--- src/rtl/gfx_pkg.sv ---
// Shared types and helpers for the gfx block: reader FSM states and line-offset width.
package gfx_pkg;

  typedef enum logic [1:0] {RDR_IDLE, RDR_BUS, RDR_RESP} gfx_rdr_state_e;

  // Byte-offset bits within one MDW-wide line; also used by gfx_calc_address.
  function automatic int line_off_bits(input int mdw);
    return $clog2(mdw / 8);
  endfunction

endpackage

--- src/rtl/gfx_rdr_line_buf.sv ---
// Single-line tag/valid/data store with hit compare for the target reader.
// Instantiated only when GFX_TARGET_READER_CACHE_EN is defined.
module gfx_rdr_line_buf #(
  parameter int MDW  = 256,
  parameter int TAGW = 27
) (
  input  logic            clk_i,
  input  logic            rst_i,
  input  logic            fill_ok,
  input  logic            fill_err,
  input  logic            inval_i,
  input  logic [TAGW-1:0] fill_tag,
  input  logic [MDW-1:0]  fill_data,
  input  logic [TAGW-1:0] lookup_tag,
  output logic            hit,
  output logic [MDW-1:0]  line_q
);

  logic            valid_q;
  logic [TAGW-1:0] tag_q;

  // Invalidate beats a same-edge fill; a failed fill never leaves a stale line valid.
  always_ff @(posedge clk_i) begin
    if (rst_i)                    valid_q <= 1'b0;
    else if (inval_i || fill_err) valid_q <= 1'b0;
    else if (fill_ok)             valid_q <= 1'b1;
  end

  always_ff @(posedge clk_i) begin
    if (fill_ok) begin
      tag_q  <= fill_tag;
      line_q <= fill_data;
    end
  end

  assign hit = valid_q && (tag_q == lookup_tag);

endmodule

--- src/rtl/gfx_wbm_target_reader.sv ---
// Wishbone B3 classic read master for the blender target-pixel fetch; always answers with ack_o.
// Optional single-line cache: define GFX_TARGET_READER_CACHE_EN.
module gfx_wbm_target_reader
  import gfx_pkg::*;
#(
  parameter int MDW     = 256,
  parameter int TIMEOUT = 64
) (
  input  logic             clk_i,
  input  logic             rst_i,
  input  logic             req_i,
  input  logic [31:0]      addr_i,
  input  logic [MDW/8-1:0] sel_i,
  output logic             ack_o,
  output logic [MDW-1:0]   data_o,
  output logic             busy_o,
  output logic             err_o,
  input  logic             inval_i,
  output logic             cyc_o,
  output logic             stb_o,
  output logic             we_o,
  output logic [2:0]       cti_o,
  output logic [1:0]       bte_o,
  output logic [31:0]      adr_o,
  output logic [MDW/8-1:0] sel_o,
  input  logic             ack_i,
  input  logic             err_i,
  input  logic [MDW-1:0]   dat_i
);

  localparam int SELW = MDW / 8;
  localparam int OFB  = line_off_bits(MDW);
  localparam int TAGW = 32 - OFB;
  localparam int TW   = (TIMEOUT > 1) ? $clog2(TIMEOUT) : 1;
  localparam logic [TW-1:0]  TMAX       = TW'((TIMEOUT == 0) ? 0 : TIMEOUT - 1);
  localparam logic [31:0]    ALIGN_MASK = ~((32'd1 << OFB) - 32'd1);

  gfx_rdr_state_e  state_q, state_d;
  logic            cyc_q, cyc_d;
  logic [31:0]     adr_q, adr_d;
  logic [SELW-1:0] sel_q, sel_d;
  logic [MDW-1:0]  data_q, data_d;
  logic            ack_q, ack_d;
  logic            err_q, err_d;
  logic [TW-1:0]   timer_q, timer_d;
  logic            tmo;
  logic            hit;
  logic [MDW-1:0]  line_q;

  assign tmo = (TIMEOUT != 0) && (timer_q == TMAX);

`ifdef GFX_TARGET_READER_CACHE_EN
  logic fill_ok, fill_err;
  assign fill_ok  = (state_q == RDR_BUS) && ack_i;
  assign fill_err = (state_q == RDR_BUS) && !ack_i && (err_i || tmo);

  gfx_rdr_line_buf #(.MDW(MDW), .TAGW(TAGW)) u_line_buf (
    .clk_i      (clk_i),
    .rst_i      (rst_i),
    .fill_ok    (fill_ok),
    .fill_err   (fill_err),
    .inval_i    (inval_i),
    .fill_tag   (adr_q[31:OFB]),
    .fill_data  (dat_i),
    .lookup_tag (addr_i[31:OFB]),
    .hit        (hit),
    .line_q     (line_q)
  );
`else
  logic unused_inval;
  assign unused_inval = inval_i;
  assign hit          = 1'b0;
  assign line_q       = '0;
`endif

  always_ff @(posedge clk_i) begin
    if (rst_i) begin
      state_q <= RDR_IDLE;
      cyc_q   <= 1'b0;
      adr_q   <= '0;
      sel_q   <= '0;
      data_q  <= '0;
      ack_q   <= 1'b0;
      err_q   <= 1'b0;
      timer_q <= '0;
    end else begin
      state_q <= state_d;
      cyc_q   <= cyc_d;
      adr_q   <= adr_d;
      sel_q   <= sel_d;
      data_q  <= data_d;
      ack_q   <= ack_d;
      err_q   <= err_d;
      timer_q <= timer_d;
    end
  end

  always_comb begin
    state_d = state_q;
    cyc_d   = cyc_q;
    adr_d   = adr_q;
    sel_d   = sel_q;
    data_d  = data_q;
    ack_d   = 1'b0;
    err_d   = 1'b0;
    timer_d = timer_q;
    unique case (state_q)
      RDR_IDLE: begin
        if (req_i) begin
          if (hit && !inval_i) begin
            data_d  = line_q;
            ack_d   = 1'b1;
            state_d = RDR_RESP;
          end else begin
            adr_d   = addr_i & ALIGN_MASK;
            sel_d   = sel_i;
            cyc_d   = 1'b1;
            timer_d = '0;
            state_d = RDR_BUS;
          end
        end
      end
      RDR_BUS: begin
        if (ack_i) begin
          data_d  = dat_i;
          cyc_d   = 1'b0;
          ack_d   = 1'b1;
          state_d = RDR_RESP;
        end else if (err_i || tmo) begin
          data_d  = '0;
          cyc_d   = 1'b0;
          ack_d   = 1'b1;
          err_d   = 1'b1;
          state_d = RDR_RESP;
        end else begin
          timer_d = timer_q + TW'(1);
        end
      end
      RDR_RESP: state_d = RDR_IDLE;
      default:  state_d = RDR_IDLE;
    endcase
  end

  assign busy_o = (state_q != RDR_IDLE);
  assign ack_o  = ack_q;
  assign err_o  = err_q;
  assign data_o = data_q;
  assign cyc_o  = cyc_q;
  assign stb_o  = cyc_q;
  assign we_o   = 1'b0;
  assign cti_o  = 3'b000;
  assign bte_o  = 2'b00;
  assign adr_o  = adr_q;
  assign sel_o  = sel_q;

endmodule
--- config.mk ---
export PLATFORM = sky130hd
export DESIGN_NAME = gfx_wbm_target_reader
export DESIGN_NICKNAME = d
export VERILOG_FILES = /design/src/rtl/gfx_pkg.sv /design/src/rtl/gfx_rdr_line_buf.sv /design/src/rtl/gfx_wbm_target_reader.sv
export SDC_FILE = /design/constraint.sdc
export NUM_CORES = 1
export LEC_CHECK = 0
export BUFFER_PORTS_ARGS = -buffer_cell sky130_fd_sc_hd__buf_2
export CAP_MARGIN = 15
export CORE_AREA = 3 3 251 253
export CTS_BUF_LIST = sky130_fd_sc_hd__clkbuf_8
export DETAILED_ROUTE_END_ITERATION = 16
export DIE_AREA = 0 0 254 256
export PLACE_DENSITY = 0.52
export SLEW_MARGIN = 20
export SYNTH_ARGS = -nofsm -noshare
export SYNTH_HDL_FRONTEND = slang
export SYNTH_SLANG_ARGS = --single-unit
export TNS_END_PERCENT = 20
--- constraint.sdc ---
create_clock -name clk_i -period 1.49 [get_ports clk_i]
set_input_delay 0.298 -clock clk_i [delete_from_list [all_inputs] [get_ports clk_i]]
set_output_delay 0.298 -clock clk_i [all_outputs]
set_load 0.01 [all_outputs]
-- After elaboration in Yosys (flattened, before gate mapping)
Cells that the tools add are included.
- add/subtract/negate cells: 1
- eq/ne operators: 6
- mux-type cells: 16
- bitwise gates (word level): 1
- reductions and logical operators: 12
- operator list (kind ; count):
    $mux 256 ; 2
    $mux 6 ; 3
    $pmux 6 s2 ; 1
    $add 6x1->6 const B ; 1
    $eq 6x6->1 const B ; 1
    $mux 2 ; 3
    $ne 2x2->1 const B ; 3
    $reduce_and 2->1 ; 3
    $reduce_bool 2->1 ; 3
    $mux 1 ; 5
    $pmux 2 s2 ; 1
    $reduce_and 4->1 ; 1
    $ne 3x3->1 const B ; 1
    $reduce_and 3->1 ; 1
    $reduce_or 3->1 ; 1
    $eq 2x1->1 const B ; 1
    $logic_not 2->1 ; 1
    $pmux 1 s2 ; 1
    $reduce_or 2->1 ; 1
    $logic_or 1x1->1 ; 1
    $not 1->1 ; 1
- bits in registers: 326
- input bits: 326
- word-level logic and storage cells: 44

-- Longest topological paths before layout
- word-level depth: 5
- depth in mapped cells: 7
- depth with buffers taken out: 5

-- Worst setup path before layout
No wires, ideal clock.
- path type: register to register
- start: register timer_q[0]
- end: register data_q[100] (netlist: data_o[100])
- library setup time: 0.117 ns
- arrival time: 1.448 ns
- slack: -0.075 ns
- stages on the path, launching flop included: 8
- path through: dfxtp_1 ha_1 nand4_2 o21ai_2 a21oi_4 buf_6 buf_6 a22o_1
- cells in the longest elaborated chain, start to end: 4
- RTL lines (element ; RTL line ; text):
    start, declared ; gfx_wbm_target_reader.sv:45 ; logic [TW-1:0] timer_q, timer_d;
    start signal, assigned ; gfx_wbm_target_reader.sv:94 ; timer_q <= timer_d;
    $eq 6x6->1 ; gfx_wbm_target_reader.sv:50 ; assign tmo = (TIMEOUT != 0) && (timer_q == TMAX);
    $logic_or 1x1->1 ; gfx_wbm_target_reader.sv:129 ; end else if (err_i || tmo) begin
    $reduce_bool 2->1 (no source line) ; n/a ;
    $reduce_and 2->1 (no source line) ; n/a ;
    end signal, assigned ; gfx_wbm_target_reader.sv:91 ; data_q <= data_d;
    end, declared ; gfx_wbm_target_reader.sv:42 ; logic [MDW-1:0] data_q, data_d;
No other way between the ends.
A chain may end at the register's enable or synchronous reset.

-- Worst setup path after layout
- start: register timer_q[1]
- end: register data_q[121] (netlist: data_o[121])
The elaborated chain is that of the path after synthesis.

==> impl_metrics.py <==
metrics = {
    "route": {
        "drc": 0,
        "dr.pass1.iters": 5,
        "drt-vias-per-instance": 4.15,
        "drt-total-wl_mm": 48.8,
        "via_count": 11500,
        "wl_per_cell_um": 17.6,
        "drt_iter0_markers": 676,
        "ant_nets": 0,
    },
    "setup_path": {
        "startpoint": "timer_q[1]",
        "crit_type": "flop to flop",
        "critPathArrivalTime_ns": 2.18,
        "slowest_stage": "dfxtp_2",
        "timing.rr.end": "data_o[121]",
        "reg2reg_depth": 8,
        "r2r-start": "timer_q[1]",
        "critPathMaxFanout": 11,
        "endpoint_kind": "flop",
        "path_cells": "ha_4 -> nand4_4 -> o21ai_4 -> a21oi_4 -> buf_12 -> buf_12 -> buf_12 -> a22o_1",
        "required_ns": 2.02,
        "cp-start-kind": "flop",
        "slowest_delay_ns": 0.35,
        "rrSetupSlack_ns": -0.17,
        "cpMostUsedCell": "buf_12",
        "crit_path_end": "data_o[121]",
    },
    "global_route": {
        "globalRouteOverflowTotal": 0,
        "grt_usage_pct": 13.2,
        "grt_max_degree": 53,
        "grt_pass1_wl_mm": 67.9,
        "antenna_found_initial": 3,
        "grt_pass1_vias": 11900,
    },
    "flow_run": {
        "max_cap_viol_count": 0,
    },
    "run_status": {
        "violations": "negative setup slack",
        "outcome": "finished, violations left",
    },
    "clock_tree": {
        "cts_root_buffer": "clkbuf_8",
        "clk_path_buf_depth": 3,
        "clkLatencyLatePin_ns": 0.63,
        "cts_tree": "built",
        "cts_max_level": 2,
        "numCtsBuffers": 58,
        "clkSlewWorstSetupHoldPaths_ns": 0.06,
        "cts_sinks": 326,
    },
    "sta": {
        "setup_viol": 258,
        "fin_crit_sh_pct": 111,
        "hold_violations": 0,
        "fin_skew_ns": 0.0245,
        "relSlewSlack_pct": 61.8,
        "fmax_mhz": 604,
        "finalMaxSlewViolations": 0,
        "fin_crit_ns": 1.66,
        "setup_slack_ns": -0.166,
        "rsz0062_at_grt": "yes",
        "worst_slew_pin_slew_ns": 0.572,
    },
    "finish": {
        "nets": 2268,
        "layout.cells.non_filler": 2778,
        "drive_above_1_share_pct": 51.1,
        "syn_to_final_growth_pct": 95.7,
        "multi_input_area_mm2": 0.00340,
        "seqCellArea_mm2": 0.00674,
        "fill_cells": 5964,
        "fin_area_mm2": 0.0208,
    },
    "synthesis": {
        "ys_types": 36,
        "ys_ff_latch": 326,
        "avgSynthCellArea_um2": 11.9,
        "synthCells": 897,
        "netlist_area_mm2": 0.0106,
        "yosysSeqAreaShare_pct": 61.3,
        "yosysWarningCount": 0,
    },
    "floorplanning": {
        "die_h_um": 256,
        "num_rows": 91,
        "die_w_um": 254,
        "io_pins": 657,
        "fp.dieArea_mm2": 0.0650,
        "initial_utilization_pct": 17.4,
        "core_area_mm2": 0.0613,
    },
    "power": {
        "p_per_area_mw_per_mm2": 1030,
        "max-vdd-ir-drop_mv": 0.661,
        "power_leakage_uw": 0.00982,
    },
    "place": {
        "place.gp.congestion": 0.790,
        "port_buffers": 639,
        "dpl-instance-area_mm2": 0.0148,
        "dp_hpwl_mm": 30.0,
        "dp_cells": 2319,
    },
    "min_path": {
        "hold_class": "primary input to flop",
    },
}
[final cells by class]
class                   instances  area share [%]
diodes                          5          0.0601
clock buffers                  69            4.56
clock inverters                33            1.35
inverters                       3          0.0541
multi-input cells             487            16.3
flip-flops and latches        326            32.4
well taps                     790            4.74
repair buffers               1065            40.6
[power breakdown]
group / switching, uW / leakage [uW] / internal (uW) / total, uW
sequential: 209 / 0.00273 / 9100 / 9310
combinational: 1330 / 0.00639 / 1780 / 3120
clock: 3890 / 0.000700 / 5050 / 8940
[placed cells by master (no fill, tap or decap), types with 20 or more instances in the layout]
cell type,n
dfxtp_1,161
a21oi_1,59
nand2_1,120
buf_4,42
dfxtp_2,162
inv_1,20
dlygate4sd3_1,317
clkbuf_8,69
buf_2,558
a22o_1,256
buf_6,103
[metrics by stage]
| stage | hold slack (ns) | power [uW] | worst slack [ns] | setup TNS, ns | utilization, % |
|---|---|---|---|---|---|
| finish | 0.0995 | 21400 | -0.166 | -26.12 | 34.0 |
| detailed placement | 0.447 | 11400 | -0.200 | -29.76 | 24.2 |
| global route | 0.0854 | 22300 | -0.230 | -40.91 | 34.0 |
| global placement | 0.442 | 11400 | -0.184 | -26.42 | 24.2 |
| CTS | 0.0284 | 21400 | -0.200 | -9.55 | 32.6 |
| floorplan | 0.374 | 10400 | 0.00750 | 0 | - |
[layer usage]
| metal | up-vias | GRT usage (%) | routed length [um] |
|---|---|---|---|
| met5 | - | 0 | 0 |
| met2 | 586 | 22.9 | 23400 |
| li1 | 5375 | - | - |
| met1 | 5449 | 14.7 | 19400 |
| met4 | 0 | 5.94 | 1920 |
| met3 | 110 | 4.13 | 4110 |
[synthesized netlist by cell type]
cell type | instances | share of area [%]
a22oi_1 | 3 | 0.21
or3_1 | 2 | 0.12
ha_1 | 1 | 0.12
o21ai_0 | 1 | 0.047
a22o_1 | 256 | 21
o211ai_2 | 1 | 0.12
o211ai_1 | 1 | 0.071
nor2_2 | 1 | 0.059
or2_2 | 1 | 0.059
and2_1 | 4 | 0.24
o31ai_1 | 1 | 0.071
dfxtp_1 | 326 | 61
clkbuf_1 | 11 | 0.39
mux2i_1 | 1 | 0.094
o21ai_2 | 1 | 0.082
nor3b_1 | 1 | 0.071
nand3_1 | 4 | 0.19
o2bb2ai_1 | 1 | 0.082
nand4b_1 | 1 | 0.082
o32ai_1 | 2 | 0.16
nor2_1 | 3 | 0.11
nor3_1 | 1 | 0.047
and2b_1 | 1 | 0.071
buf_6 | 51 | 5.4
a31oi_1 | 1 | 0.059
buf_2 | 14 | 0.66
a21oi_1 | 60 | 2.8
nand4_2 | 1 | 0.12
nor3b_4 | 1 | 0.18
conb_1 | 1 | 0.035
buf_8 | 2 | 0.28
buf_4 | 13 | 0.92
inv_1 | 3 | 0.11
nand2_1 | 121 | 4.3
a21oi_4 | 1 | 0.15
nand2b_1 | 3 | 0.18
[registers in the layout (all words and copies together) (netlist names)]
register  count
timer_q       6
adr_o        27
state_q       2
cyc_o         1
ack_o         1
data_o      256
err_o         1
sel_o        32
[worst max-delay path: cells and delay by family, from the launching register on]
family          cells  cell delay, ns
buf+inv             3            0.48
compound gates      3            0.46
flops               1            0.35
fa+ha+maj           1            0.15
simple gates        1            0.09
[cell families after synthesis]
group / Yosys count / synth area share [%]
AND/OR/NAND/NOR: 145 / 5.77
other: 1 / 0.0352
buffers and inverters: 94 / 7.74
multiplexers: 1 / 0.0940
AO/OA/AOI/OAI: 329 / 24.9
flip-flops: 326 / 61.3
adder cells (fa/ha/maj): 1 / 0.118
[how the worst min path moves through the flow]
stage / startpoint / end / slack [ns] / depth (start not counted)
global placement: adr_o[17] / adr_o[17] / 0.44 / 2
floorplan: ack_i / err_o / 0.37 / 1
CTS: err_i / err_o / 0.03 / 4
finish: err_i / err_o / 0.1 / 4
detailed placement: sel_o[18] / sel_o[18] / 0.45 / 2
global route: err_i / err_o / 0.09 / 4
[timing repair]
| action | in CTS | in global routing |
|---|---|---|
| hold buffers | 316 | 1 |
| endpoints found under the hold margin | 316 | 1 |
| resized for setup | 205 | 126 |
| setup endpoints to repair | 383 | 382 |
| buffers inserted | 5 | 12 |
| gates cloned | 5 | 13 |
| pin swaps | 4 | 103 |
No activity file was read; power rests on OpenSTA's default activity.
